**config.mk**
```make
export PLATFORM = sky130hd
export DESIGN_NAME = uart_apb_slave
export DESIGN_NICKNAME = d
export VERILOG_FILES = /design/src/rtl/uart_apb_pkg.sv /design/src/rtl/uart_apb_timeout_cnt.sv /design/src/rtl/uart_apb_slave.sv
export SDC_FILE = /design/constraint.sdc
export NUM_CORES = 1
export LEC_CHECK = 0
export ABC_CLOCK_PERIOD_IN_PS = 2800
export CORE_MARGIN = 2
export CORE_UTILIZATION = 41
export CTS_BUF_LIST = sky130_fd_sc_hd__clkbuf_8
export CTS_CLUSTER_SIZE = 28
export DETAILED_ROUTE_END_ITERATION = 10
export PLACE_DENSITY = 0.83
export SYNTH_ARGS = -nofsm -noshare
export SYNTH_HDL_FRONTEND = slang
export SYNTH_HIERARCHICAL = 1
export SYNTH_SLANG_ARGS = --single-unit
```
**constraint.sdc**
```tcl
create_clock -name pclk -period 2.8 [get_ports pclk]
set_clock_uncertainty 0.1 [all_clocks]
set_input_delay 0.84 -clock pclk [delete_from_list [all_inputs] [get_ports pclk]]
set_output_delay 0.84 -clock pclk [all_outputs]
set_load 0.05 [all_outputs]
```
**src/rtl/uart_apb_pkg.sv**
```systemverilog
// uart_apb_pkg: shared types and defaults for the UART APB4 slave.
// Holds the FSM state enum, bus widths, register window size and timeout.
package uart_apb_pkg;

  typedef enum logic [1:0] {
    IDLE,
    ACCESS,
    WAIT,
    RESP
  } apb_st_e;

  localparam int          DW          = 32;
  localparam int          APB_AW      = 32;
  localparam logic [31:0] ADDR_RANGE  = 32'h0000_0040;
  localparam int          TIMEOUT_CYC = 16;

endpackage

```
**src/rtl/uart_apb_timeout_cnt.sv**
```systemverilog
// uart_apb_timeout_cnt: clear/enable counter with an expiry flag.
// Ports: i_clk, i_rst_n, i_clr, i_en in; o_expired out (high on MAX-th enabled cycle).
module uart_apb_timeout_cnt #(
  parameter int MAX = 16
) (
  input  logic i_clk,
  input  logic i_rst_n,
  input  logic i_clr,
  input  logic i_en,
  output logic o_expired
);

  localparam int W = (MAX > 1) ? $clog2(MAX) : 1;

  logic [W-1:0] r_cnt;

  // Saturates at expiry so a stalled owner never sees a wrap.
  always_ff @(posedge i_clk or negedge i_rst_n) begin
    if (!i_rst_n) begin
      r_cnt <= '0;
    end else if (i_clr) begin
      r_cnt <= '0;
    end else if (i_en && !o_expired) begin
      r_cnt <= r_cnt + 1'b1;
    end
  end

  assign o_expired = i_en && (r_cnt == W'(MAX - 1));

endmodule

```
**src/rtl/uart_apb_slave.sv**
```systemverilog
// uart_apb_slave: APB4 slave turning each transfer into a one-cycle
// register-block access with wait states until pready_i.
// Ports: APB in (psel/penable/pwrite/pprot/pstrb/paddr/pwdata),
// APB out (prdata/pready/pslverr), reg-block out (wr_en_o/rd_en_o/
// addr_o/wdata_o/strb_o), reg-block in (rdata_i/pready_i).
// Option: define UART_APB_TIMEOUT_EN to bound the wait for pready_i.
module uart_apb_slave #(
  parameter int              DW          = uart_apb_pkg::DW,
  parameter int              APB_AW      = uart_apb_pkg::APB_AW,
  parameter logic [APB_AW-1:0] ADDR_RANGE = APB_AW'(uart_apb_pkg::ADDR_RANGE),
  parameter int              TIMEOUT_CYC = uart_apb_pkg::TIMEOUT_CYC
) (
  input  logic              pclk,
  input  logic              presetn,
  input  logic              psel,
  input  logic              penable,
  input  logic              pwrite,
  input  logic [2:0]        pprot,
  input  logic [DW/8-1:0]   pstrb,
  input  logic [APB_AW-1:0] paddr,
  input  logic [DW-1:0]     pwdata,
  output logic [DW-1:0]     prdata,
  output logic              pready,
  output logic              pslverr,
  output logic              wr_en_o,
  output logic              rd_en_o,
  output logic [APB_AW-1:0] addr_o,
  output logic [DW-1:0]     wdata_o,
  output logic [DW/8-1:0]   strb_o,
  input  logic [DW-1:0]     rdata_i,
  input  logic              pready_i
);

  import uart_apb_pkg::*;

  apb_st_e             r_st;
  apb_st_e             w_nxt;
  logic [DW-1:0]       r_prdata;
  logic                r_pready;
  logic                r_pslverr;
  logic [APB_AW-1:0]   r_addr;
  logic [DW-1:0]       r_wdata;
  logic [DW/8-1:0]     r_strb;
  logic                r_dir;
  logic                w_setup;
  logic                w_dec_err;
  logic                w_nop;
  logic                w_err;
  logic [DW-1:0]       w_rdata;
  logic                w_tmo;
  logic                w_unused;

  assign w_setup   = psel && !penable;
  assign w_dec_err = (paddr[1:0] != 2'b00)
                  || (paddr >= ADDR_RANGE)
                  || (!pwrite && (pstrb != '0));
  // Empty-strobe write is a legal no-op, answered locally.
  assign w_nop     = pwrite && (pstrb == '0) && !w_dec_err;

  // pprot is accepted but not checked.
  assign w_unused  = &{1'b0, pprot, TIMEOUT_CYC[0]};

`ifdef UART_APB_TIMEOUT_EN
  logic w_busy;
  assign w_busy = (r_st == ACCESS) || (r_st == WAIT);

  uart_apb_timeout_cnt #(
    .MAX (TIMEOUT_CYC)
  ) u_tmo (
    .i_clk     (pclk),
    .i_rst_n   (presetn),
    .i_clr     (!w_busy),
    .i_en      (w_busy),
    .o_expired (w_tmo)
  );
`else
  assign w_tmo = 1'b0;
`endif

  always_comb begin
    w_nxt   = r_st;
    w_err   = 1'b0;
    w_rdata = '0;
    unique case (r_st)
      IDLE: begin
        if (w_setup) begin
          unique case (1'b1)
            w_dec_err: begin
              w_nxt = RESP;
              w_err = 1'b1;
            end
            w_nop:   w_nxt = RESP;
            default: w_nxt = ACCESS;
          endcase
        end
      end
      ACCESS, WAIT: begin
        if (!psel) begin
          w_nxt = IDLE;
        end else if (pready_i) begin
          w_nxt = RESP;
          if (!r_dir) w_rdata = rdata_i;
        end else if (w_tmo) begin
          w_nxt = RESP;
          w_err = 1'b1;
        end else begin
          w_nxt = WAIT;
        end
      end
      RESP:    w_nxt = IDLE;
      default: w_nxt = IDLE;
    endcase
  end

  always_ff @(posedge pclk or negedge presetn) begin
    if (!presetn) begin
      r_st      <= IDLE;
      r_prdata  <= '0;
      r_pready  <= 1'b0;
      r_pslverr <= 1'b0;
      r_addr    <= '0;
      r_wdata   <= '0;
      r_strb    <= '0;
      r_dir     <= 1'b0;
    end else begin
      r_st      <= w_nxt;
      r_pready  <= (w_nxt == RESP);
      r_pslverr <= (w_nxt == RESP) && w_err;
      // prdata only moves on entry to RESP, so aborts leave it intact.
      if (w_nxt == RESP) r_prdata <= w_rdata;
      if (r_st == IDLE && w_setup) begin
        r_addr  <= paddr;
        r_wdata <= pwdata;
        r_strb  <= pstrb;
        r_dir   <= pwrite;
      end
    end
  end

  assign prdata  = r_prdata;
  assign pready  = r_pready;
  assign pslverr = r_pslverr;
  assign addr_o  = r_addr;
  assign wdata_o = r_wdata;
  assign strb_o  = r_strb;
  assign wr_en_o = (r_st == ACCESS) && r_dir;
  assign rd_en_o = (r_st == ACCESS) && !r_dir;

endmodule

```
======== Word level (Yosys, flattened, before mapping) ========
Index checks and enable logic that the tools add are counted.
cells by class
  magnitude comparators ................... 1
  eq/ne operators ......................... 4
  muxes and demuxes ....................... 12
  reductions and logical operators ........ 20
operators with widths
  kind                 count
  $mux 32              4
  $ge 32x7->1 const B  1
  $logic_and 1x1->1    8
  $eq 2x2->1 const B   3
  $mux 2               3
  $pmux 2 s3           1
  $logic_not 1->1      4
  $logic_not 4->1      1
  $mux 1               4
  $reduce_bool 4->1    1
  $reduce_or 2->1      2
  $eq 2x1->1 const B   1
  $logic_not 2->1      1
  $logic_or 1x1->1     2
  $reduce_bool 2->1    1
word-level totals
  register bits after elaboration ......... 105
  bits of input ports ..................... 109
  output and inout bits ................... 104
  logic and storage cells ................. 45

======== Depth between registers and ports, before layout ========
Gate-level depths: netlist of run 1.
  word-level depth ........................ 11
  gate-level depth with buffers ........... 9
  mapped depth without buffers ............ 7

======== Least setup slack after synthesis of run 1 ========
Ideal clock, no wire load.
  path type ............................... input to register
  start ................................... in pstrb[1]
  end ..................................... reg r_prdata[10] (netlist: prdata[10])
  setup time .............................. 0.121 ns
  arrival ................................. 2.106 ns
  data required time ...................... 2.579 ns
  path slack .............................. 0.473 ns
  stages on the path ...................... 7
  path buffers ............................ 2
  path through ............................ nor4_2 > xnor2_1 > nor4_2 > or2_1 > buf_6 > buf_12 > a22o_1
between the ends
  word-level cells in the longest chain between the ends .. 10
  elaborated cells between the ends (all ways) .. 12
  classes of those cells .................. eq/ne (1); mux (3); reduce/logical (8)
ends and longest elaborated chain
  what                                line                   RTL
  start: declaration                  uart_apb_slave.sv:19   input logic [DW/8-1:0] pstrb,
  $reduce_bool 4->1                   uart_apb_slave.sv:56   || (!pwrite && (pstrb != '0));
  $logic_and 1x1->1                   uart_apb_slave.sv:56
  $logic_or 1x1->1                    uart_apb_slave.sv:56
  $logic_not 1->1                     uart_apb_slave.sv:58   assign w_nop = pwrite && (pstrb == '0) && !w_dec_err;
  $logic_and 1x1->1                   uart_apb_slave.sv:58
  $reduce_or 2->1 (no source line) *  -
  $mux 2 *                            uart_apb_slave.sv:87   unique case (1'b1)
  $mux 2 *                            uart_apb_slave.sv:86   if (w_setup) begin
  $pmux 2 s3 *                        uart_apb_slave.sv:84   unique case (r_st)
  $eq 2x2->1 *                        uart_apb_slave.sv:130  if (w_nxt == RESP) r_prdata <= w_rdata;
  end signal: assignment              uart_apb_slave.sv:130
  end: declaration                    uart_apb_slave.sv:38   logic [DW-1:0] r_prdata;
Mark *: on every way between the ends. The rest lies on a longest branch, timed or not.
A chain may end at the register's enable or synchronous reset.

======== Final worst setup path of run 1 ========
  start ................................... in paddr[23]
  end ..................................... reg r_prdata[30] (netlist: prdata[30])
between the ends
  word-level cells in the longest chain between the ends .. 10
ends and longest elaborated chain
  what                                line                   RTL
  start: declaration                  uart_apb_slave.sv:20   input logic [APB_AW-1:0] paddr,
  $ge 32x7->1 *                       uart_apb_slave.sv:55   || (paddr >= ADDR_RANGE)
  $logic_or 1x1->1 *                  uart_apb_slave.sv:55
  $logic_or 1x1->1 *                  uart_apb_slave.sv:56
  $logic_not 1->1                     uart_apb_slave.sv:58
  $logic_and 1x1->1                   uart_apb_slave.sv:58
  $reduce_or 2->1 (no source line) *  -
  $mux 2 *                            uart_apb_slave.sv:87
  $mux 2 *                            uart_apb_slave.sv:86
  $pmux 2 s3 *                        uart_apb_slave.sv:84
  $eq 2x2->1 *                        uart_apb_slave.sv:130
Marked as above.

==> metrics.md, run 1 <==
| Metric | Value |
|---|---|
| Status | finished, final reports clean |
| WP data required | roughly 3 ns |
| Chip height | between 100 and 150 um |
| CTS tree | done |
| Lkg Pwr | around 2.8 nW |
| Sw frac | between 40% and 50% |
| CTS Buf Count | 9 |
| DRC | 0 |
| CP startpoint kind | input pin |
| Hold WS | ~0.38 ns |
| Fin worst setup slack | 0.132 ns |
| DR iter-0 viols | roughly 120 |
| Drt via density | 4.92 |
| PortBufs | about 210 |
| Sequential area share after synthesis | between 60% and 70% |
| Worst-Margin Slew | just under 0.6 ns |
| Fill cells | ~740 |
| Setup crit end kind | flip-flop |
| Hold buffers post-CTS | 0 |
| Post-route ant nets | 0 |
| Crit path from | paddr[23] |
| Period utilisation layout | 95.3% |
| Share of layout cells above drive strength 1 | around 22% |
| FF-to-FF setup slack | just over 0.6 ns |
| Std-Cell Rows | 36 |
| Post-Syn Instances | 259 |
| ANT cells | 0 |
| Die area | roughly 11000 um2 |
| Crit-path max FO | 33 |
| Crit path kind | input pin to flip-flop |
| Commonest non-fill, non-tap cell in the layout | clkdlybuf4s50_1 |
| Fmax | 375 MHz |
| Non-Filler Instances | 614 |
| GP Congestion | between 0.8 and 0.9 |
| Area growth syn-to-layout | 60.8% |
| Sequential Area | 2630 um2 |
| # IOs | ~210 |
| First-pass detailed-route iteration total | 4 |
| Yosys warnings | 6 |
| Top post-synthesis cells by area | dfrtp_1 (65%), mux2_2 (19%), a22o_1 (6.3%) |
| Avg Cell Area, Syn | 15.7 um2 |
| # Post-CTS Setup Buffers | 0 |
| Min Tclk post-route | roughly 2.7 ns |
| Reg clk slew, reported paths | around 0.10 ns |
| Clk_lat worst skew | approximately 0.34 ns |
| # setup viols final | 0 |
| Post-synth top area share | between 60% and 70% |
| Clock tree buffer depth | 2 |
| Initial Util | between 40% and 50% |
| Gr usage total | 19.8% |
| Max Transition Viols Final | 0 |
| CTS Sinks | approximately 110 |
| RSZ-0062 raised after global routing | false |
| Largest net degree at the start of global routing | 48 |
| Worst VDD drop | around 0.00076 V |
| Total power | roughly 8 mW |
| Synthesized area | 4060 um2 |
| Post-placement cell area | approximately 6400 um2 |
| Hpwl dp | between 7 and 8 mm |
| Total Negative Setup Slacks | 0 ns |
| Fin util | 67.5% |
| Fin. Hold Viols | 0 |
| Place WS | -0.241 ns |
| Remaining global-route overflow | 0 |
| Area leader, netlist | dfrtp_1 |
| Count of state elements after synthesis | roughly 110 |
| Pwr dens | about 1200 nW/um2 |
| Crit path arrival time | about 2.9 ns |
| Switching power | about 3.8 mW |
| Max Cap Viol | 0 |
| R2r startpoint | r_st[0] |
| H-tree levels | 3 |
| HP Class | input pin to async pin |
| First-pass GRT wire length | approximately 17 mm |
| Power share of the clock group | a little over a tenth |
| Vias in the first global route | between 3000 and 4000 |
| Most frequent cells in the layout | clkdlybuf4s50_1 (206), dfrtp_1 (105), mux2_2 (69) |
| Slew headroom | 60.9% |
| Clk root buf | clkbuf_8 |
| Netlist cell types | 30 |
| R2R Path End | prdata[1] |
| Combinational Power Share | around 59% |
| Die Wd | 104 um |
| Syn_nets | approximately 370 |
| Final instance area | roughly 6500 um2 |
| Sequential share of power | 30.8% |
| DR vias | 3019 |
| Int Pwr | around 4.2 mW |
| WL per Instance | 16.9 um |
| Initial antenna violation count | 0 |
| Nets@finish | 588 |
| Dpl cells | about 600 |
| Final WL | 10.4 mm |
| Core area | slightly below 10000 um2 |
| R2r worst-path depth | 8 |
| Post-CTS Resized | 0 |
| Area of the multi-input gates | 1320 um2 |
## cell usage after synthesis
library cell    n
a22o_1         29
nor3b_1         1
buf_2           3
nand3b_1        2
mux2_2         69
ha_1            3
nand4_1         1
nand2b_1        1
xnor2_1         1
o21ai_0         2
nor3_1          2
nor4_2          2
nor2_1          2
nand2_1         2
nand3_1         1
and2_1          1
a22o_2          3
a21o_1          1
a31oi_1         1
buf_1           7
inv_1           3
nand4b_1        1
buf_12          3
a21boi_1        1
buf_6           1
or2_1           1
nor2b_1         2
nor4_1          7
dfrtp_1       105
or2_2           1
## state kept, by name, indices dropped and copies added (netlist names)
name / cells
pslverr: 1
addr_o: 32
pready: 1
wdata_o: 32
r_dir: 1
strb_o: 4
prdata: 32
r_st: 2
## routing by layer
layer	routed length, um	vias up	GRT usage [%]
met5	0	-	0
met4	151	0	5.60
met3	696	13	5.35
met2	5400	120	35.2
met1	4130	1507	23.7
li1	-	1379	-
## area by class of cell
cell class | count | area share, %
multi-input cells | 137 | 20.2
inverters | 3 | 0.172
clock buffers | 10 | 2.11
clock inverters | 6 | 0.651
repair buffers | 220 | 34.1
well taps | 133 | 2.55
flip-flops and latches | 105 | 40.2
## worst max path at each step
stage / to / cells after the start
after floorplan: prdata[10] / 7
after global placement: prdata[1] / 7
after detailed placement: prdata[30] / 7
after CTS: prdata[30] / 7
after global routing: prdata[30] / 7
final: prdata[30] / 7
## cells by family (layout without fill, tap and decap cells)
family / after synthesis / count (layout) / share of synthesized area, %
flops: 105 / 105 / 64.7
mux: 69 / 69 / 19.1
compound gates: 37 / 37 / 7.76
simple gates: 27 / 27 / 4.28
buf+inv: 17 / 239 / 3.05
fa+ha+maj: 3 / 3 / 0.924
xor+xnor: 1 / 1 / 0.216
## power by group through the flow
| stage | Clock [mW] | Combinational (mW) | Sequential (mW) |
|---|---|---|---|
| 5_1_grt | 0.974 | 4.86 | 2.55 |
| 3_5_place_dp | 0 | 4.72 | 2.50 |
| 4_1_cts | 0.899 | 4.73 | 2.47 |
| 3_3_place_gp | 0 | 4.65 | 2.45 |
| 2_1_floorplan | 0 | 0.924 | 4.62 |
| 6_report | 0.864 | 4.69 | 2.47 |
## critical path, stage by stage
cell and delay (ns):
clkdlybuf4s50_1 0.42, nor4_1 0.37, nand4_1 0.24, nor4_2 0.39, or2_1 0.20, buf_12 0.20
a22o_1 0.18
Power figures use the tool's default switching activity.
==> run 2: changes to the inputs <==
- SKIP_LAST_GASP: unset -> 1
==> results of run 2 <==
Final layout, timing and power as in run 1 (identical DEF).
